<file path="src/rtl/audio_pkg.sv">
// Shared audio-path definitions: sample type, width, midscale and offset conversion.
package audio_pkg;

  localparam int unsigned AUDIO_W = 8;
  localparam logic [AUDIO_W-1:0] AUDIO_MIDSCALE = 8'h80;

  typedef logic signed [AUDIO_W-1:0] audio_t;

  // Where the next active duty comes from in a load cycle
  typedef enum logic [1:0] {
    SRC_HOLD    = 2'd0,
    SRC_PENDING = 2'd1,
    SRC_BYPASS  = 2'd2
  } load_src_e;

  // Two's-complement sample to offset binary (-128 -> 0, 0 -> 0x80, +127 -> 0xFF)
  function automatic logic [AUDIO_W-1:0] audio_to_offset(input audio_t s);
    return $unsigned(s) ^ AUDIO_MIDSCALE;
  endfunction

endpackage

</file>
<file path="src/rtl/audio_pwm_sample_buf.sv">
// One-deep pending sample buffer, load-cycle source select and sticky overrun/underrun flags.
module audio_pwm_sample_buf
  import audio_pkg::*;
(
  input  logic               clk,
  input  logic               rst_n,
  input  logic               enable,
  input  logic               load_cycle,
  input  logic               sample_valid,
  input  logic signed [AUDIO_W-1:0] audio_in,
  input  logic               clear_flags,
  output logic               load_en_c,
  output logic [AUDIO_W-1:0] load_duty_c,
  output logic               overrun,
  output logic               underrun
);

  logic [AUDIO_W-1:0] pending_q, pending_d;
  logic               pending_valid_q, pending_valid_d;
  logic               overrun_q, overrun_d;
  logic               underrun_q, underrun_d;
  logic [AUDIO_W-1:0] sample_off;
  load_src_e          src_c;
  logic               ov_set, un_set;

  // Offset-binary view of the incoming sample
  always_comb sample_off = audio_to_offset(audio_in);

  // Buffer update and load-cycle source decision; disable drops any pending sample
  always_comb begin
    src_c           = SRC_HOLD;
    pending_d       = pending_q;
    pending_valid_d = pending_valid_q;
    ov_set          = 1'b0;
    un_set          = 1'b0;
    if (!enable) begin
      pending_valid_d = 1'b0;
    end else if (load_cycle) begin
      pending_valid_d = 1'b0;
      if (sample_valid) begin
        src_c  = SRC_BYPASS;
        ov_set = pending_valid_q;
      end else if (pending_valid_q) begin
        src_c = SRC_PENDING;
      end else begin
        un_set = 1'b1;
      end
    end else if (sample_valid) begin
      pending_d       = sample_off;
      pending_valid_d = 1'b1;
      ov_set          = pending_valid_q;
    end
  end

  // Duty handed to the active register in the load cycle
  always_comb begin
    load_en_c   = 1'b0;
    load_duty_c = pending_q;
    case (src_c)
      SRC_BYPASS: begin
        load_en_c   = 1'b1;
        load_duty_c = sample_off;
      end
      SRC_PENDING: load_en_c = 1'b1;
      default: ;
    endcase
  end

  // Sticky flags; a clear wins over a set in the same cycle
  always_comb begin
    overrun_d  = overrun_q;
    underrun_d = underrun_q;
    if (clear_flags) begin
      overrun_d  = 1'b0;
      underrun_d = 1'b0;
    end else begin
      if (ov_set) overrun_d  = 1'b1;
      if (un_set) underrun_d = 1'b1;
    end
  end

  // State registers
  always_ff @(posedge clk or negedge rst_n) begin
    if (!rst_n) begin
      pending_q       <= '0;
      pending_valid_q <= 1'b0;
      overrun_q       <= 1'b0;
      underrun_q      <= 1'b0;
    end else begin
      pending_q       <= pending_d;
      pending_valid_q <= pending_valid_d;
      overrun_q       <= overrun_d;
      underrun_q      <= underrun_d;
    end
  end

  assign overrun  = overrun_q;
  assign underrun = underrun_q;

endmodule

</file>
<file path="src/rtl/audio_pwm_out.sv">
// Audio PWM output stage: frame counter, duty compare and registered outputs.
// Define AUDIO_PWM_BITREV_EN to compare against the bit-reversed counter,
// spreading the high cycles across the frame with the same count per frame.
module audio_pwm_out
  import audio_pkg::*;
#(
  parameter int unsigned PWM_BITS = 8
) (
  input  logic                      clk,
  input  logic                      rst_n,
  input  logic                      enable,
  input  logic signed [AUDIO_W-1:0] audio_in,
  input  logic                      sample_valid,
  input  logic                      clear_flags,
  output logic                      pwm_out,
  output logic                      frame_start,
  output logic                      overrun,
  output logic                      underrun
);

  localparam int unsigned PAD_W = PWM_BITS - AUDIO_W;
  localparam logic [PWM_BITS-1:0] CNT_MAX  = '1;
  localparam logic [PWM_BITS-1:0] DUTY_MID = PWM_BITS'(AUDIO_MIDSCALE) << PAD_W;

  logic [PWM_BITS-1:0] cnt_q, cnt_d;
  logic [PWM_BITS-1:0] active_q, active_d;
  logic                pwm_out_q, pwm_out_d;
  logic                frame_start_q, frame_start_d;
  logic [PWM_BITS-1:0] cmp_cnt;
  logic                load_cycle;
  logic                load_en_c;
  logic [AUDIO_W-1:0]  load_duty_c;

  audio_pwm_sample_buf u_sample_buf (
    .clk          (clk),
    .rst_n        (rst_n),
    .enable       (enable),
    .load_cycle   (load_cycle),
    .sample_valid (sample_valid),
    .audio_in     (audio_in),
    .clear_flags  (clear_flags),
    .load_en_c    (load_en_c),
    .load_duty_c  (load_duty_c),
    .overrun      (overrun),
    .underrun     (underrun)
  );

`ifdef AUDIO_PWM_BITREV_EN
  for (genvar i = 0; i < PWM_BITS; i++) begin : g_bitrev
    assign cmp_cnt[i] = cnt_q[PWM_BITS-1-i];
  end
`else
  assign cmp_cnt = cnt_q;
`endif

  // Last cycle of each frame is where the next duty is taken
  always_comb load_cycle = enable && (cnt_q == CNT_MAX);

  // Counter, active duty and output next-state; disable parks everything at frame start, midscale
  always_comb begin
    cnt_d         = '0;
    active_d      = DUTY_MID;
    pwm_out_d     = 1'b0;
    frame_start_d = 1'b0;
    if (enable) begin
      cnt_d         = cnt_q + PWM_BITS'(1);
      active_d      = load_en_c ? (PWM_BITS'(load_duty_c) << PAD_W) : active_q;
      pwm_out_d     = (cmp_cnt < active_q);
      frame_start_d = (cnt_q == '0);
    end
  end

  // State and output registers
  always_ff @(posedge clk or negedge rst_n) begin
    if (!rst_n) begin
      cnt_q         <= '0;
      active_q      <= DUTY_MID;
      pwm_out_q     <= 1'b0;
      frame_start_q <= 1'b0;
    end else begin
      cnt_q         <= cnt_d;
      active_q      <= active_d;
      pwm_out_q     <= pwm_out_d;
      frame_start_q <= frame_start_d;
    end
  end

  assign pwm_out     = pwm_out_q;
  assign frame_start = frame_start_q;

endmodule
</file>
<file path="config.mk">
export PLATFORM = sky130hd
export DESIGN_NAME = audio_pwm_out
export DESIGN_NICKNAME = d
export VERILOG_FILES = /design/src/rtl/audio_pkg.sv /design/src/rtl/audio_pwm_sample_buf.sv /design/src/rtl/audio_pwm_out.sv
export SDC_FILE = /design/constraint.sdc
export NUM_CORES = 1
export LEC_CHECK = 0
export BUFFER_PORTS_ARGS = -buffer_cell sky130_fd_sc_hd__buf_4
export CAP_MARGIN = 30
export CORE_MARGIN = 2
export CORE_UTILIZATION = 51
export DETAILED_ROUTE_END_ITERATION = 16
export GPL_TIMING_DRIVEN = 0
export PLACE_DENSITY = 0.74
export SLEW_MARGIN = 20
export SYNTH_ARGS = -nofsm -noshare
export SYNTH_HDL_FRONTEND = slang
export SYNTH_SLANG_ARGS = --single-unit
</file>
<file path="constraint.sdc">
create_clock -name clk -period 2.1 [get_ports clk]
set_input_delay 0.42 -clock clk [delete_from_list [all_inputs] [get_ports clk]]
set_output_delay 0.42 -clock clk [all_outputs]
set_load 0.005 [all_outputs]
</file>
==> flow_results.org, run 1 <==
** Detailed routing
- Iter 0 DRT Violations :: 28
- Met2 wire len :: approximately 1600 um
- Post-route ant nets :: 0
- After detailed routing, the met3 layer carries 165 um of wire.
- Vias after detailed routing :: 1,166
- Total wire length after detailed routing :: 3310 um
- In the final routing, the length of wire on met1 measures 1450 um.
- The pre-antenna-repair detailed-routing pass consisted of 4 iterations.
- In the final routed layout, each cell accounts on average for 16.5 um.
- In the routed layout, each cell is associated on average with a via count of 5.80.
- After detailed routing, the number of remaining DRC violations is 0.
- Uppermost layer routed :: met4

** Logic synthesis
- Area fraction in compound gates after synthesis :: 13.5%
- Number of library cell types mapped by synthesis :: 36
- Counting flops with a built-in enable in the synthesized netlist gives 0.
- Multiplexer fraction of the synthesized cell area :: about 9.0%
- Cells after synthesis :: ~140
- In the post-synthesis netlist, the biggest area contributors are sky130_fd_sc_hd__dfrtp_1 46%, sky130_fd_sc_hd__ha_1 8.3%, sky130_fd_sc_hd__mux2_4 7.0%.
- Cell taking the most area after synthesis :: sky130_fd_sc_hd__dfrtp_1
- After synthesis, the largest family of logic cells by area is simple AND/OR/NAND/NOR gates.
- Mean cell area of the mapped netlist :: 11.1 sq um
- After Yosys synthesis, XOR and XNOR cells account for 1.74% of the synthesized area.
- The most used flip-flop cell after synthesis is sky130_fd_sc_hd__dfrtp_1.
- Summing the areas of all and, or, nand and nor instances in the mapped netlist gives 14.8% of the synthesized area.
- Synthesized netlist net count :: 159
- For this run, asynchronously set or reset flops after synthesis account for 100%.
- During synthesis, Yosys emitted a total of 0 warnings.
- In this run, synthesis produced a sequential element count of 29.
- Adder-Cell Fraction of Synth Area :: approximately 8.3%
- Area of the mapped netlist :: 1510 sq um
- Cell types with the highest counts after synthesis :: 28 x sky130_fd_sc_hd__dfrtp_1, 13 x sky130_fd_sc_hd__a211oi_1, 12 x sky130_fd_sc_hd__inv_1
- Most instantiated library cell after synthesis :: sky130_fd_sc_hd__dfrtp_1
- Seq/Total Area, Yosys :: 48.1%
- Share of the synthesized area in the top cell type :: between 40% and 50%

** Global routing
- Number of antenna violations at the first check in global routing :: 0
- In the global route stage, overall resource usage came out at between 20% and 30%.
- Vias in the first global route :: 1,135
- The total overflow left after global routing is 0.
- Largest net degree at the start of global routing :: 30
- The first global-routing pass estimated 5330 um of wire.

** Final layout
- From synthesis to final layout, the design area changed by 23.8%.
- Fill cells in the final layout number 205.
- Ant. Diodes :: 0
- In the final design database the tool counted roughly 190 nets.
- Area occupied by registers :: 728 sq um
- Multi-input gate area in the final layout :: between 700 and 800 sq um
- Fraction of final layout cells with drive strength greater than 1 :: 32.4%

** Floorplanning
- The die is 58.4 um tall.
- In this run the core area contains 19 standard-cell rows.
- Boundary pin count :: 17
- The floorplan step set the die width to about 58 um.
- Initial standard-cell utilization of the core :: a little over half
- The core region is 2780 sq um.
- Floorplan die area :: roughly 3400 sq um

** Worst hold path
- The worst hold path belongs to the class in -> async.

** CTS
- The clock drives 29 sinks.
- Worst-case clock buffer depth :: 2
- For the worst-skew pair, the clock arrives at the later sink with an insertion delay of 0.34 ns.
- Root Buffer :: sky130_fd_sc_hd__clkbuf_4
- Number of buffers created by CTS :: 5
- Clock edge transition at the registers on the reported setup and hold paths :: 0.10 ns
- TritonCTS built the clock tree.
- The H-tree was split into 2 levels.

** Run status
- Violations in the final reports :: hold timing
- The flow ran to the end, but the final reports show violations.

** Worst setup path
- Kind of critical path :: reg -> reg
- The signal on the critical path passes through ha_2 -> and3_4 -> and3_4 -> nand4b_1 -> ha_4 -> buf_6 -> buf_6 -> nor2b_1 -> a211oi_1 -> a211oi_1.
- The worst setup path is captured at a flop.
- Along the worst path, the maximum fanout reaches 5.
- For this design, the slowest cell found on the critical path is sky130_fd_sc_hd__dfrtp_1.
- STA classifies the critical path startpoint as a flop.
- Data arrival at the endpoint of the critical path :: between 2 and 2.5 ns
- Data on the critical path is required at its endpoint by 2.34 ns.
- Crit-path max cell delay :: 0.37 ns

** STA
- Headroom to the max-slew limit :: 57.5%
- Hold timing on the final database bottoms out at a slack of -0.0114 ns.
- Setup TNS :: 0 ns
- For the pin with the worst max-slew slack, the measured transition is 0.621 ns.
- Clock tree skew after final layout :: approximately 0.011 ns
- After layout, the worst path uses between 90 and 100% of the clock period.
- The max-slew violation count was 0.
- The clock period could shrink to between 2 and 2.5 ns.
- Setup violations remaining at the end of the flow were counted as 0.
- Setup repair after global routing missed its margin :: yes
- Hold Violations, Final :: 8
- Maximum operating frequency :: 480 MHz

** Run
- Across the run, the number of max-cap violations was 0.

** Placed design
- Detailed placement ended at an HPWL of ~2200 um.
- The congestion estimate from routability-driven global placement came to around 0.74.
- In this run the tool buffered the top-level ports with 16 buffer cells.

** Power
- Worst voltage drop across the vdd grid :: 0.560 mV
- The design draws 1.11 mW.
- P per Cell Area :: a little under 600 nW/um^2
- Leakage :: 0.867 nW
-- metal layers --
metal,global-route usage (%),vias to the layer above
li1,-,554
met2,33.4,38
met1,26.8,566
met5,0,-
met3,7.03,8
met4,8.97,0
-- sequential cells by signal, summed over array words and instances (netlist names) --
register                      flops
active_q                          8
cmp_cnt                           8
u_sample_buf.pending_q            8
frame_start                       1
pwm_out                           1
u_sample_buf.overrun              1
u_sample_buf.pending_valid_q      1
u_sample_buf.underrun             1
-- worst paths after layout --
kind	end	cells past startpoint	slack, ns	from
worst max-delay path	active_q[1]	10	0.02	cmp_cnt[0]
worst min-delay path	u_sample_buf.pending_q[2]	1	-0.01	rst_n
worst max register to register	active_q[1]	10	0.02	cmp_cnt[0]
worst min register to register	u_sample_buf.pending_q[0]	1	0.52	u_sample_buf.pending_q[0]
max in group asynchronous	active_q[7]	1	1.79	rst_n
min in group clk	u_sample_buf.underrun	2	0.25	clear_flags
-- timing repair --
action                     4_1_cts  5_1_grt
setup buffers                    3        9
hold buffers                     0        0
pin swaps                        2        9
resized for setup                4       14
setup endpoints to repair        8        6
gates cloned                     0        0
-- per-stage QoR --
stage / std cells / cell area (sq um) / setup slack (ns) / util, % / hold WS (ns)
2_1_floorplan: 136 / 1520 / 0.00510 / - / 0.124
3_3_place_gp: 183 / 1680 / -0.169 / 60.5 / 0.359
3_5_place_dp: 183 / 1680 / -0.190 / 60.5 / 0.369
4_1_cts: 192 / 1770 / 0.0380 / 63.7 / 0.000516
5_1_grt: 201 / 1870 / -0.0891 / 67.3 / 0.00534
6_report: 201 / 1870 / 0.0166 / 67.3 / -0.0114
-- power by group --
| group | leakage [nW] | internal [mW] | total (mW) | switching (mW) |
|---|---|---|---|---|
| clock network | 0.0314 | 0.158 | 0.353 | 0.195 |
| logic | 0.461 | 0.0867 | 0.148 | 0.0617 |
| registers | 0.374 | 0.591 | 0.611 | 0.0199 |
| total | 0.867 | 0.835 | 1.11 | 0.277 |
-- worst max-delay path, delay by kind of cell, from the launching register on --
kind            cells  cell delay (ns)
simple gates        4             0.68
fa+ha+maj           2             0.42
flops               1             0.37
compound gates      2             0.28
buf+inv             2             0.23
-- placed cells by master (no fill, tap or decap), types with 2 or more instances in the layout --
| cell type | instances |
|---|---|
| sky130_fd_sc_hd__ha_1 | 8 |
| sky130_fd_sc_hd__xnor2_1 | 2 |
| sky130_fd_sc_hd__dfrtp_1 | 27 |
| sky130_fd_sc_hd__nand2_1 | 3 |
| sky130_fd_sc_hd__inv_1 | 12 |
| sky130_fd_sc_hd__clkbuf_1 | 2 |
| sky130_fd_sc_hd__nor2b_1 | 7 |
| sky130_fd_sc_hd__o21ai_0 | 5 |
| sky130_fd_sc_hd__nand3_1 | 3 |
| sky130_fd_sc_hd__nor3b_1 | 2 |
| sky130_fd_sc_hd__mux2_4 | 8 |
| sky130_fd_sc_hd__a211oi_1 | 13 |
| sky130_fd_sc_hd__nor2_1 | 9 |
| sky130_fd_sc_hd__a21oi_1 | 4 |
| sky130_fd_sc_hd__buf_4 | 24 |
| sky130_fd_sc_hd__mux2i_1 | 2 |
| sky130_fd_sc_hd__and3_4 | 4 |
| sky130_fd_sc_hd__buf_6 | 6 |
| sky130_fd_sc_hd__or3_1 | 3 |
| sky130_fd_sc_hd__clkbuf_4 | 5 |
-- cell families after synthesis --
group / count (synthesis)
AO/OA/AOI/OAI: 30
buffers and inverters: 16
multiplexers: 10
AND/OR/NAND/NOR: 38
flip-flops: 29
adder cells (fa/ha/maj): 10
XOR/XNOR: 3
-- area by class of cell --
class	instances	share of cell area, %
Tap cell	31	2.07
Clock buffer	7	2.94
Timing Repair Buffer	28	12.0
Multi-Input combinational cell	91	40.2
Buffer	3	1.40
Sequential cell	29	38.9
Inverter	12	2.41
Note: power is estimated with default switching activity, not from simulation.
==> run 2, diff against run 1 <==
--- a/config.mk
+++ b/config.mk
@@ -7,11 +7,13 @@
 export LEC_CHECK = 0
 export BUFFER_PORTS_ARGS = -buffer_cell sky130_fd_sc_hd__buf_4
 export CAP_MARGIN = 30
+export CELL_PAD_IN_SITES_DETAIL_PLACEMENT = 0
+export CELL_PAD_IN_SITES_GLOBAL_PLACEMENT = 1
 export CORE_MARGIN = 2
-export CORE_UTILIZATION = 51
+export CORE_UTILIZATION = 41
 export DETAILED_ROUTE_END_ITERATION = 16
 export GPL_TIMING_DRIVEN = 0
-export PLACE_DENSITY = 0.74
+export PLACE_DENSITY_LB_ADDON = 0.1
 export SLEW_MARGIN = 20
 export SYNTH_ARGS = -nofsm -noshare
 export SYNTH_HDL_FRONTEND = slang
==> run 2 against run 1 <==
Net effect: the run now ends clean; sequential cell count unchanged; clock-buffer cell count increased by 1; routed wire length shrank 8.7%; die area is 23% higher; sequential share of layout area decreased by 0.67 points; register-to-register slack better by 0.05 ns; sequential power about the same.
==> flow_results.org, run 2 (synthesized netlist as in run 1, its figures left out) <==
** Placed design
- HPWL after DPL :: 2110 um (-2.4%)
- The placer's final routability congestion estimate came to 0.727 (-2.2%).
- The count of input and output buffers is 16 (unchanged).
- Total instance count after detailed placement :: 200 (+9.3%)

** Final layout
- The number of non-filler instances in the completed layout was 214 (+6.5%).
- The number of inserted diodes came to 0 (unchanged).
- Fraction of final layout cells with drive strength greater than 1 :: 31.9% (-0.43 points)
- Layout Area Growth over Synthesis :: 25.9%
- Nets :: 188 (-2.6%)
- The top cell types in the final layout, fill and taps aside, are 27 x sky130_fd_sc_hd__dfrtp_1, 22 x sky130_fd_sc_hd__buf_4, 12 x sky130_fd_sc_hd__inv_1, 9 x sky130_fd_sc_hd__nor2_1.
- Most common library cell in the layout ignoring fill and taps :: sky130_fd_sc_hd__dfrtp_1
- The fraction of the core area covered by cells at the end of the flow was 52.8% (-14 points).

** STA
- Clock tree skew after final layout :: 0.00228 ns (-0.00886 ns)
- The shortest period the worst path allows came to 2.04 ns (-0.0471 ns).
- Final worst-path cycle share :: 97.0% (-2.2 points)
- Maximum operating frequency :: 491 MHz (+2.3%)
- Number of setup violations in the final report :: 0 (unchanged)
- Final Max Tran Viols :: 0 (unchanged)
- Transition time at the pin with the least slew margin :: 0.574 ns (-0.0466 ns)
- Headroom to the max-slew limit :: 60.7% (+3.2 points)
- Setup repair after global routing could not meet its margin everywhere.
- Hold Violations, Final :: 0 (-8)

** CTS
- Root Buffer :: sky130_fd_sc_hd__clkbuf_8
- The H-tree depth reported by CTS was 2 (unchanged).
- Hold-fix buffer count after cts :: 0 (unchanged)
- The clock-pin slew on the worst setup and hold paths came to 0.06 ns (-0.04 ns).
- Worst-case clock buffer depth :: 2 (unchanged)
- CTS tree :: yes
- Clock latency at the later pin of the worst-skew pair :: 0.28 ns (-0.06 ns)
- Number of buffers created by CTS :: 5 (unchanged)
- Number of clock sinks seen by CTS :: 29 (unchanged)

** Run
- Count of max-cap constraint violations :: 0 (unchanged)

** Worst setup path
- The worst path arrival time was 2.18 ns (-0.14 ns).
- The startpoint identified for the worst register-to-register timing path is cmp_cnt[0].
- Critical path startpoint :: cmp_cnt[0]
- The worst-path maximum fanout is 7 (+2).
- Crit-path max cell delay :: 0.43 ns (+0.06 ns)
- The required time of the critical path is 2.25 ns (-0.09 ns).
- Worst Setup Start Kind :: flop
- Kind of critical path :: reg -> reg
- For this design, the slowest cell found on the critical path is sky130_fd_sc_hd__dfrtp_2.
- Cell mode on critical path :: sky130_fd_sc_hd__and3_4
- Flop2flop setup slack :: 0.06 ns (+0.05 ns)
- Cells along the critical path :: ha_4 -> and3_4 -> and3_4 -> and3_4 -> ha_4 -> buf_8 -> mux2_4 -> mux2i_1 -> nor2_1
- The worst setup path is captured at a flop.

** Detailed routing
- The sum of routed wire length over all layers came to 3020 um (-8.7%).
- Via-per-instance ratio :: 5.15 (-11%)
- Drt pass-1 iters :: 4 (unchanged)
- Total DRC errors in the routed layout :: 0 (unchanged)
- The per-cell routed wire length came to 14.1 um (-14%).
- Post-route ant nets :: 0 (unchanged)
- The via count was 1,102 (-5.5%).
- The DRC violation total after the first TritonRoute iteration is 68 (+140%).

** Floorplanning
- Row cnt :: 22 (+3)
- Chip width :: 64.7 um (+11%)
- The core area was 3610 sq um (+30%).
- Floorplan die area :: 4190 sq um (+23%)
- Vert. Die Dim :: 64.7 um (+11%)
- Initial standard-cell utilization of the core :: 41.9% (-12 points)
- The number of placed I/O pins was 17 (unchanged).

** Global routing
- The aggregate global-route resource usage is 17.3% (-3.9 points).
- Vias in the first global route :: 1,195 (+5.3%)
- First-pass GRT wire length :: 5440 um (+2.1%)
- The pin count of the biggest net entering global routing is 30 (unchanged).
- The sum of overflow across all layers after global routing was 0 (unchanged).
- Number of antenna violations at the first check in global routing :: 0 (unchanged)

** Power
- The leakage power total was 0.857 nW (-1.1%).
- Worst voltage drop across the vdd grid :: 0.375 mV (-33%)
- P per Cell Area :: 628 nW/um^2 (+5.6%)

** Run status
- The flow ran to the end, and the final reports show no timing, DRC or antenna violations.

** Worst hold path
- The path class of the tightest hold or removal check is in -> async.
[run 2: changes by cell type in the layout (fill, tap and decap cells not counted), sizes merged]
cell / change
buf: -6
clkbuf: +2
[run 2: final timing paths]
path,to,cells after the start
max reg2reg,active_q[0],9
max in group asynchronous,active_q[7],1
min in group clk,u_sample_buf.underrun,2
min reg2reg,u_sample_buf.pending_q[5],1
max,active_q[0],9
min,u_sample_buf.pending_q[0],1
[run 2: through the flow]
step	power [mW]	hold slack, ns	worst slack, ns	instance area, sq um	TNS [ns]
floorplan	0.699	0.124	0.00510	1520	0
global route	1.27	0.0850	-0.0236	1900	-0.0313
global placement	0.751	0.363	-0.212	1700	-0.684
finish	1.19	0.0554	0.0637	1900	0
CTS	1.21	0.0694	0.0157	1840	0
detailed placement	0.758	0.372	-0.221	1700	-0.768
[run 2: report_power, final]
group	switching, mW	internal [mW]	leakage, nW	total (mW)
registers	0.0200	0.592	0.375	0.612
logic	0.0627	0.0850	0.443	0.148
clock network	0.200	0.235	0.0395	0.435
total	0.283	0.912	0.857	1.19
[run 2: worst max-delay path, delay by kind of cell, from the launching register on]
kind          cells  cell delay (ns)
fa+ha+maj         2             0.33
buf+inv           1             0.12
simple gates      4             0.60
mux               2             0.41
flops             1             0.43
[run 2: final cells by class]
cell class / count / area (sq um)
Multi-Input combinational cell: 91 / 781
Tap cell: 48 / 60.1
Fill cell: 322 / 1700
Sequential cell: 29 / 728
Inverter: 12 / 45.0
Timing Repair Buffer: 22 / 165
Buffer: 4 / 43.8
Clock buffer: 8 / 80.1
[run 2: what timing repair did]
action,CTS,global route
pin swaps,1,3
endpoints found under the setup margin,8,6
resized for setup,6,10
setup buffers,3,3
[run 2: per-layer routing]
layer  vias up  GRT usage [%]  part of all wire (%)  wire length [um]
li1        551              -                     -                 -
met1       533           22.3                    48              1450
met2        16           27.3                    48              1440
met3         2           6.25                   3.6               109
met4         0           4.79                  0.83                25
met5         -              0                     0                 0
==> run 3, diff against run 2 <==
--- a/config.mk
+++ b/config.mk
@@ -5,13 +5,14 @@
 export SDC_FILE = /design/constraint.sdc
 export NUM_CORES = 1
 export LEC_CHECK = 0
-export BUFFER_PORTS_ARGS = -buffer_cell sky130_fd_sc_hd__buf_4
+export ABC_AREA = 1
 export CAP_MARGIN = 30
 export CELL_PAD_IN_SITES_DETAIL_PLACEMENT = 0
 export CELL_PAD_IN_SITES_GLOBAL_PLACEMENT = 1
 export CORE_MARGIN = 2
-export CORE_UTILIZATION = 41
+export CORE_UTILIZATION = 42
 export DETAILED_ROUTE_END_ITERATION = 16
+export DONT_BUFFER_PORTS = 1
 export GPL_TIMING_DRIVEN = 0
 export PLACE_DENSITY_LB_ADDON = 0.1
 export SLEW_MARGIN = 20
==> run 3 against run 2 <==
Net effect: first-iteration DRC count is 37% lower; worst hold slack better by 0.092 ns; via count rose by 3.3%; total power shrank 14%; die area fell by 2.5%; critical path type unchanged; critical endpoint is now active_q[6]; largest cell class is now registers; largest power group unchanged; highest routed layer unchanged.
==> flow_results.org, run 3 <==
** CTS
- The source-to-sink clock delay at the later pin of the worst-skew pair came to 0.32 ns (+0.04 ns).
- Root Buffer :: sky130_fd_sc_hd__clkbuf_4
- The clock-pin slew on the worst setup and hold paths was 0.08 ns (+0.02 ns).
- The total clock buffers created by CTS was 5 (unchanged).
- The number of clock sinks was 29 (unchanged).
- The buffer levels on the longest clock path came to 2 (unchanged).
- The H-tree depth reported by CTS was 2 (unchanged).
- CTS tree :: yes

** Worst setup path
- Worst Path Required :: 2.30 ns (+0.05 ns)
- The worst-path maximum fanout came to 7 (unchanged).
- The worst setup path is launched from a flop.
- STA classifies the critical path endpoint as a flop.
- The worst setup path is of the reg -> reg kind.
- The worst path arrival time came to 2.11 ns (-0.07 ns).

** Final layout
- Leaving out fill and tap cells, the most frequent cells in the layout are 37 x sky130_fd_sc_hd__nand2_1, 28 x sky130_fd_sc_hd__dfrtp_1, 21 x sky130_fd_sc_hd__inv_1, 16 x sky130_fd_sc_hd__nor2_1, 11 x sky130_fd_sc_hd__nand3_1.
- The number of inserted diodes is 0 (unchanged).
- Most common library cell in the layout ignoring fill and taps :: sky130_fd_sc_hd__nand2_1
- The number of nets in the layout was 206 (+9.6%).
- The number of non-filler instances in the completed layout came to 230 (+7.5%).
- Fraction of final layout cells with drive strength greater than 1 :: 15.2% (-17 points)
- Layout Area Growth over Synthesis :: 13.4%

** Logic synthesis
- Count of synthesis-stage warnings from yosys :: 0 (unchanged)
- Summed over all instances, the cell type with the most area after synthesis is sky130_fd_sc_hd__dfrtp_1.
- Top cells by area, synth :: sky130_fd_sc_hd__dfrtp_1 47%, sky130_fd_sc_hd__nand2_1 9.5%, sky130_fd_sc_hd__ha_1 8.3%
- The average size of a mapped cell is 8.76 sq um (-21%).
- Area of the mapped netlist :: 1510 sq um (-0.33%)
- The fraction of the yosys area taken by sequential cells is 48.3% (+0.16 points).
- Count of flip-flops with a built-in enable after synthesis :: 0 (unchanged)
- Most instantiated library cell after synthesis :: sky130_fd_sc_hd__nand2_1
- The count of state elements after synthesis is 29 (unchanged).
- The instance count of the mapped netlist is 172 (+26%).
- Cell types with the highest counts after synthesis :: 38 x sky130_fd_sc_hd__nand2_1, 28 x sky130_fd_sc_hd__dfrtp_1, 22 x sky130_fd_sc_hd__inv_1
- The share of synthesized registers carrying an async set or reset came to 100% (unchanged).
- Number of library cell types mapped by synthesis :: 27 (-25%)
- The top cell type's share of synthesized area was 46.5% (+0.15 points).
- Most common flop cell mapped by yosys :: sky130_fd_sc_hd__dfrtp_1
- Synthesized netlist net count :: 195 (+23%)

** Power
- Seq pwr share :: 59.2% (+8.0 points)
- The combinational share of power came to 10.2% (-2.2 points).
- Worst voltage drop across the vdd grid :: 0.378 mV (+0.64%)
- P per Cell Area :: 599 nW/um^2 (-4.6%)
- The leakage power total was 0.822 nW (-4.1%).
- The internal power was 763 uW (-16%).
- The sum of internal, switching and leakage power was 1.02 mW (-14%).
- Switching fraction of total power :: 25.5% (+1.8 points)
- Net Switching :: 261 uW (-7.9%)
- Clock network power share :: 30.6% (-5.8 points)

** Global routing
- The pin count of the biggest net entering global routing was 30 (unchanged).
- The sum of overflow across all layers after global routing came to 0 (unchanged).
- The via count of the first global-routing pass was 1,215 (+1.7%).
- The number of antenna violations at the first check in global routing was 0 (unchanged).
- GRT Total Usage :: 17.7% (+0.42 points)
- The wire length of the first global-routing pass is 5600 um (+3.0%).

** Run
- The number of max-cap violations was 0 (unchanged).

** STA
- The relative max-transition margin is 82.1% (+21 points).
- Hold Slack :: 0.148 ns (+0.0924 ns)
- Final worst-path cycle share :: 90.6% (-6.3 points)
- Post-layout minimum cycle time :: 1.90 ns (-0.133 ns)
- The max-slew violation count came to 0 (unchanged).
- The setup-violating endpoint count in the final report came to 0 (unchanged).
- Transition time at the pin with the least slew margin :: 0.269 ns (-0.305 ns)
- Hold Violations, Final :: 0 (unchanged)
- The clock skew after layout is 0.00458 ns (+0.00230 ns).
- Maximum operating frequency :: 525 MHz (+7.0%)

** Detailed routing
- The residual antenna-violating net count after detailed routing was 0 (unchanged).
- WL per Instance :: 13.0 um (-7.6%)
- The number of optimization iterations in the first detailed-route pass is 3 (-1).
- The via count was 1,138 (+3.3%).
- Total DRC errors in the routed layout :: 0 (unchanged)
- Via-per-instance ratio :: 4.95 (-3.9%)
- Iter 0 DRT Violations :: 43 (-37%)
- Total wire length after detailed routing :: 3000 um (-0.70%)

** Floorplanning
- The effective utilization at floorplan came to 44.4% (+2.5 points).
- Area of the core region :: 3390 sq um (-6.0%)
- Row cnt :: 21 (-4.5%)
- The number of placed I/O pins is 17 (unchanged).
- Chip width :: 63.9 um (-1.3%)
- Vert. Die Dim :: 63.9 um (-1.3%)
- The area of the die came to 4080 sq um (-2.5%).

** Placed design
- The placer's final routability congestion estimate was 0.804 (+11%).
- The total instance count after detailed placement is 218 (+9.0%).
- Input/output buffers :: 0 (-16)
- The HPWL after detailed placement is 2210 um (+5.0%).

** Run status
- Result of the run :: finished clean

** Worst hold path
- Hold Path Class :: in -> reg
==> run 3: cell count changes after synthesis, sizes merged, moves of 6 or more <==
| cell | before | now |
|---|---|---|
| mux2 | 8 | 0 |
| nand2 | 3 | 41 |
| nor2 | 9 | 18 |
| a211oi | 13 | 0 |
| nor2b | 8 | 0 |
| inv | 12 | 24 |
| nand3 | 3 | 12 |
| o22ai | 0 | 6 |
==> run 3: repair_timing <==
action / 4_1_cts / 5_1_grt
endpoints found under the hold margin: 29 / 0
resized for setup: 3 / 6
setup endpoints to repair: 8 / 8
cloned: 0 / 0
buffers inserted: 2 / 1
pin swaps: 0 / 3
hold buffers: 2 / 0
==> run 3: critical path, cell delays in order, from the launching register on <==
cell                      delay, ns
sky130_fd_sc_hd__dfrtp_1       0.40
sky130_fd_sc_hd__ha_4          0.16
sky130_fd_sc_hd__nand2_2       0.07
sky130_fd_sc_hd__nor2_4        0.12
sky130_fd_sc_hd__nand3_2       0.11
sky130_fd_sc_hd__buf_6         0.16
sky130_fd_sc_hd__nor3_2        0.09
sky130_fd_sc_hd__nand2_1       0.11
sky130_fd_sc_hd__ha_4          0.30
sky130_fd_sc_hd__nor2_4        0.04
sky130_fd_sc_hd__inv_2         0.11
sky130_fd_sc_hd__o22ai_1       0.09
==> run 3: worst paths after layout <==
path	from	to	slack, ns	depth (start not counted)
setup / recovery	cmp_cnt[0]	active_q[6]	0.20	11
hold / removal	clear_flags	u_sample_buf.overrun	0.15	1
setup reg to reg	cmp_cnt[0]	active_q[6]	0.20	11
hold reg to reg	u_sample_buf.pending_q[5]	u_sample_buf.pending_q[5]	0.48	2
max in group asynchronous	rst_n	active_q[7]	1.33	2
min in group asynchronous	rst_n	cmp_cnt[3]	0.54	2
==> run 3: kinds of logic (layout without fill, tap and decap cells) <==
family          after synthesis  after routing  synth area share, %
xor+xnor                      1              1                0.582
buf+inv                      27             39                 7.56
compound gates               20             20                 7.31
fa+ha+maj                    10             10                 8.31
flops                        29             29                 48.3
simple gates                 78             78                 23.3
mux                           7              7                 4.65
==> run 3: metrics by stage <==
step / util (%) / area [sq um] / TNS, ns / worst slack (ns)
2_1_floorplan: - / 1510 / 0 / 0.213
3_5_place_dp: 46.1 / 1560 / -0.488 / -0.0788
4_1_cts: 49.1 / 1660 / 0 / 0.0178
5_1_grt: 50.4 / 1710 / -0.000227 / -0.000227
6_report: 50.4 / 1710 / 0 / 0.197
3_3_place_gp: 46.1 / 1560 / -0.0395 / -0.00953
==> run 3: area by class of cell <==
cell class | count | area, sq um
fillers | 320 | 1680
clock buffers | 8 | 48.8
well taps | 46 | 57.6
multi-input cells | 116 | 713
flip-flops and latches | 29 | 727
repair buffers | 5 | 52.6
plain buffers | 2 | 18.8
inverters | 24 | 90.1
==> run 3: power groups by stage <==
stage               logic, mW  clock network [mW]  registers, mW
finish                  0.104               0.313          0.605
global placement       0.0761                   0          0.616
detailed placement     0.0789                   0          0.617
CTS                     0.104               0.333          0.604
floorplan              0.0636                   0          0.612
global route            0.124               0.359          0.609
==> run 3: layer usage <==
layer  track usage, %  share of wire, %  up-vias
met1             22.0                45      534
li1                 -                 -      585
met2             29.3                50       15
met5                0                 0        -
met3             5.81               3.7        4
met4             4.89               1.3        0
